==> src/rtl/simple_comp.sv <==
// Two-stage unsigned datapath: d_out = ((a_in + b_in) * c_in) >> SHIFT, truncated to WIDTH bits.
// Define SIMPLE_COMP_SAT_EN to clamp to all ones instead of wrapping when the scaled product overflows.
module simple_comp #(
  parameter int WIDTH = 16,
  parameter int SHIFT = 0
) (
  input  logic             clock,
  input  logic             rst,
  input  logic [WIDTH-1:0] a_in,
  input  logic [WIDTH-1:0] b_in,
  input  logic [WIDTH-1:0] c_in,
  output logic [WIDTH-1:0] d_out
);

  logic [WIDTH:0]   s1_sum;
  logic [WIDTH-1:0] s1_c;
  logic [2*WIDTH:0] p;
  logic [WIDTH-1:0] q_lo;
  logic [WIDTH-1:0] d_next;

  // Both operands are zero-extended to the full product width so no bits are lost.
  assign p    = {{WIDTH{1'b0}}, s1_sum} * {{(WIDTH+1){1'b0}}, s1_c};
  assign q_lo = WIDTH'(p >> SHIFT);

`ifdef SIMPLE_COMP_SAT_EN
  logic q_ovf;
  assign q_ovf  = |(p >> (SHIFT + WIDTH));
  assign d_next = q_ovf ? {WIDTH{1'b1}} : q_lo;
`else
  assign d_next = q_lo;
`endif

  always_ff @(posedge clock or posedge rst) begin
    if (rst) begin
      s1_sum <= '0;
      s1_c   <= '0;
      d_out  <= '0;
    end else begin
      s1_sum <= {1'b0, a_in} + {1'b0, b_in};
      s1_c   <= c_in;
      d_out  <= d_next;
    end
  end

endmodule

==> config.mk <==
export PLATFORM = sky130hd
export DESIGN_NAME = simple_comp
export DESIGN_NICKNAME = d
export VERILOG_FILES = /design/src/rtl/simple_comp.sv
export SDC_FILE = /design/constraint.sdc
export NUM_CORES = 1
export LEC_CHECK = 0
export BUFFER_PORTS_ARGS = -buffer_cell sky130_fd_sc_hd__buf_2
export CORE_ASPECT_RATIO = 0.9
export CORE_UTILIZATION = 40
export CTS_CLUSTER_DIAMETER = 150
export DETAILED_ROUTE_END_ITERATION = 8
export GPL_TIMING_DRIVEN = 0
export PLACE_DENSITY_LB_ADDON = 0.12
export SLEW_MARGIN = 20
export SYNTH_ARGS = -nofsm -noshare
export SYNTH_HDL_FRONTEND = slang
export SYNTH_SLANG_ARGS = --single-unit
==> constraint.sdc <==
create_clock -name clock -period 5.69 [get_ports clock]
set_clock_uncertainty 0.15 [all_clocks]
set_input_delay 0.569 -clock clock [delete_from_list [all_inputs] [get_ports clock]]
set_output_delay 0.569 -clock clock [all_outputs]
set_load 0.02 [all_outputs]
# Yosys cells after proc, flatten, opt, wreduce, memory -nomap -nowiden
# Cells that the tools add are included.
[word_totals]
rom_bits = 0
out_inout_bits = 16
register_bits = 49
latch_bits = 0
inputBits = 50
mem_count = 0
mem_bits_rw = 0
[op_classes]
n_mul = 1
mux = 0
addsub = 1
n_div = 0
eq_ne = 0
n_shift = 0
n_reduce_logical = 0
n_lt_le_gt_ge = 0
bitwise = 0
[op_table]
columns = ["cell", "count"]
rows = [
  ["16-bit by 16-bit adder with 17-bit output", 1],
  ["17-bit by 16-bit multiplier with 16-bit output", 1],
]

# Depth between registers and ports, before layout
[depth]
depth_word = 1
ltp_mapped = 20
mapped_depth_nobuf = 19

# Worst setup path after synthesis
# Ideal clock, no wire load.
[synth_timing]
path_type = "reg-to-reg"
startpoint = "register s1_c[1]"
endpoint = "register d_out[15]"
synth_period_minus_slack_ns = 5.146
path_buffers = 1
t_arrival_ns = 4.874
path_slack_ns = 0.544
required_time_ns = 5.417
stages_incl_launch_ff = 18
cell_sequence = "dfrtp_1 clkbuf_1 and2_1 fa_1 inv_1 fa_1 inv_1 fa_1 fa_1 inv_1 fa_1 fa_1 xor2_1 xnor2_1 xnor2_1 xnor2_2 xnor3_1 xnor2_1"
[synth_between]
elab_chain_cells = 1
[synth_rtl]
columns = ["item", "line", "text"]
rows = [
  ["start: declaration", "16", "logic [WIDTH-1:0] s1_c;"],
  ["start signal: assignment", "40", "s1_c <= c_in;"],
  ["17-bit by 16-bit multiplier with 16-bit output", "22", "assign p = {{WIDTH{1'b0}}, s1_sum} * {{(WIDTH+1){1'b0}}, s1_c};"],
  ["net p[15]", "17", "logic [2*WIDTH:0] p;"],
  ["end signal: assignment", "41", "d_out <= d_next;"],
  ["end: declaration", "12", "output logic [WIDTH-1:0] d_out"],
]
# The timed path passes the listed nets, and every way through them passes these cells.

# Worst setup path after layout
# Same ends and word-level chain as after synthesis.

==> key figures <==
Status
  – Status: finished, final reports clean

Timing
  – F_max: approximately 180 MHz
  – Final hold violation count: 0
  – Max-slew headroom at the worst pin: 0.6264
  – Slew of the pin with the lowest slew margin: 0.5605 ns
  – Pins Over Slew Limit: 0
  – Min Hold Slack: 0.08205 ns
  – Fin crit period: 5.520 ns
  – RSZ-0062 raised after global routing: no
  – Final Cycle Share: 0.9702
  – Setup violators final: 0

Worst setup path
  – Crit path DAT: 5.56 ns
  – Crit path launch type: flop
  – Critical path data required time: approximately 5.7 ns
  – Crit-path max FO: 15
  – Critical path class: reg2reg
  – Crit. End Element: flop

Clocking
  – Max Root-Sink Buffers: 2
  – Post-CTS Setup Inserts: 0
  – Number of CTS-inserted buffers: 5
  – Clk_lat worst skew: approximately 0.31 ns
  – # hold bufs at CTS: 0
  – Root Driver: clkbuf_16
  – Clk pin slew, worst setup/hold paths: 0.08 ns
  – Sink Count: 48
  – H-tree lvl count: 2
  – CTS tree: done

Logic synthesis
  – Synth Instances: 607
  – Seq/Total Area, Yosys: 0.2057
  – Yosys cell types: 34
  – Ys Warns: 0
  – Synthesized area: around 5800 sq um
  – Syn Area/Cell: between 9 and 10 sq um
  – Syn Nets: between 800 and 900
  – Register bit total from synthesis: 48

Routing
  – Iter 0 DRT Violations: roughly 140
  – Final Routed Wirelength: 12750 microns
  – Post-DR wirelength/cell: 14.70 microns
  – Routed vias/inst: approximately 4.8
  – Post-route ant nets: 0
  – DRC viols: 0
  – Via count: between 4000 and 5000
  – Pre-antenna DRT Iters: 4

Flow run
  – Max-Cap Viols: 0

Cells and area
  – Fillers: ~1400
  – Diodes inserted: 0
  – Share of cells above drive strength 1: 0.1350
  – Design Area, Final: roughly 6600 sq um
  – Net count, final: between 800 and 900
  – Area grow syn2layout: 12.73%

Placement
  – Placer Congestion: a little over 0.8
  – IO Port Bufs: 65
  – Post-Place Cell Area: 6426 sq um
  – DP HPWL: around 10000 microns

Die
  – Die Span Y: ~120 microns
  – Core area: 14160 sq um
  – Top Ports: 66
  – Die area: ~15000 sq um
  – DIE WIDTH: ~130 microns
  – Initial core utilization: 0.4124
  – Rows: 41

GRT
  – GRT Residual Overflow: 0
  – Total Routing Usage GR: 0.1914
  – Number of global-route vias before repair: around 4200
  – Largest net degree at the start of global routing: 34
  – First-pass GRT wire length: about 22000 microns
  – Initial antenna violation count: 0

Hold path
  – Worst Hold Class: in2async
flip-flops by register name, indices dropped and copies added, names as in the netlist:
name    flops
s1_sum     16
d_out      16
s1_c       16
cell usage in the layout, fill, tap and decap left out, types with 2 or more instances in the layout:
master	synthesis	final
a21o_1	7	7
a21oi_1	15	15
a311oi_1	3	3
a31o_2	2	2
a31oi_1	2	2
and2_1	71	71
and2_2	2	2
buf_2	0	66
clkbuf_1	13	2
clkbuf_16	0	5
clkbuf_2	0	3
clkinv_4	0	2
dfrtp_1	48	44
dfrtp_2	0	4
fa_1	81	81
ha_1	64	64
inv_1	120	119
nand2_1	74	74
nand2b_1	5	5
nor2_1	11	11
nor2b_1	2	2
nor3_1	2	2
o211ai_1	4	4
o21a_1	7	7
o21ai_0	12	12
o41a_1	2	2
xnor2_1	35	35
xnor2_2	2	2
xor2_1	13	13
per-stage QoR:
step	setup WS (ns)	TNS [ns]	util	std cells
2_1_floorplan	0.5438	0	-	607
3_3_place_gp	0.0002478	0	0.4525	865
3_5_place_dp	-0.08857	-0.08857	0.4539	866
4_1_cts	0.03284	0	0.4653	871
5_1_grt	0.002286	0	0.4649	867
6_report	0.1695	0	0.4649	867
cells by family after synthesis:
| family | count (synthesis) | synth area share |
|---|---|---|
| buffers and inverters | 134 | 0.08678 |
| xor gates and xnor gates | 51 | 0.08142 |
| DFF | 48 | 0.2057 |
| AOI/OAI and AO/OA | 59 | 0.06578 |
| and+or+nand+nor | 170 | 0.1455 |
| adders and majority gates | 145 | 0.4148 |
synth_stat cells:
library cell  instances  share of area
inv_1               120          0.077
fa_1                 81           0.28
nand2_1              74          0.048
and2_1               71          0.076
ha_1                 64           0.14
dfrtp_1              48           0.21
xnor2_1              35          0.052
a21oi_1              15          0.013
clkbuf_1             13         0.0084
xor2_1               13          0.019
o21ai_0              12          0.010
nor2_1               11         0.0071
a21o_1                7         0.0090
o21a_1                7         0.0090
nand2b_1              5         0.0054
o211ai_1              4         0.0051
a311oi_1              3         0.0045
a31o_2                2         0.0030
a31oi_1               2         0.0021
and2_2                2         0.0026
nor2b_1               2         0.0021
nor3_1                2         0.0017
o41a_1                2         0.0039
xnor2_2               2         0.0056
a21boi_1              1         0.0013
and3_1                1         0.0011
buf_4                 1         0.0013
nand2_2               1         0.0011
nand3_1               1        0.00086
o2111ai_1             1         0.0015
o21ai_1               1        0.00086
o22ai_1               1         0.0011
o31ai_1               1         0.0013
xnor3_1               1         0.0039
metal layers:
layer / global-route usage / part of all wire / wire length, microns
met5: 0 / 0 / 0
met4: 0.06353 / 0.017 / 216
met3: 0.02749 / 0.043 / 550
met2: 0.3000 / 0.44 / 5601
met1: 0.2724 / 0.50 / 6378
timing repair:
action,CTS,global route
hold endpoints to repair,0,0
resized for setup,0,13
setup endpoints to repair,1,4
layout make-up:
cell class                 count  area [sq um]  area share
clock inverter                 3         47.55    0.007223
clock buffer                   5         125.1     0.01901
inverter                     120         450.4     0.06843
timing repair buffer          66         345.3     0.05246
buffer                         7         35.03    0.005322
sequential                    48          1206      0.1832
tap                          193         241.5     0.03669
multi-input combinational    425          4131      0.6276
critical path, stage by stage, from the launching register on:
cell     delay [ns]
dfrtp_2        0.54
and2_1         0.21
fa_1           0.53
inv_1          0.06
fa_1           0.54
inv_1          0.05
fa_1           0.48
fa_1           0.55
inv_1          0.05
fa_1           0.45
fa_1           0.43
xor2_1         0.17
xnor2_1        0.14
xnor2_1        0.28
xnor2_2        0.17
xnor3_1        0.42
xnor2_1        0.16
final timing paths:
check / startpoint / slack (ns) / endpoint / cells past startpoint
setup reg to reg: s1_c[1]$_DFF_PP0_ / 0.17 / d_out[15]$_DFF_PP0_ / 16
min in group clock: c_in[1] / 0.21 / s1_c[1]$_DFF_PP0_ / 1
setup / recovery: s1_c[1]$_DFF_PP0_ / 0.17 / d_out[15]$_DFF_PP0_ / 16
hold / removal: rst / 0.08 / s1_c[9]$_DFF_PP0_ / 2
max in group asynchronous: rst / 4.81 / s1_c[2]$_DFF_PP0_ / 3
hold reg to reg: s1_sum[0]$_DFF_PP0_ / 0.47 / d_out[0]$_DFF_PP0_ / 1
Power is left out: the tool's default activity adds up to more than one toggle a clock period on the data nets, which glitch-free logic cannot reach.
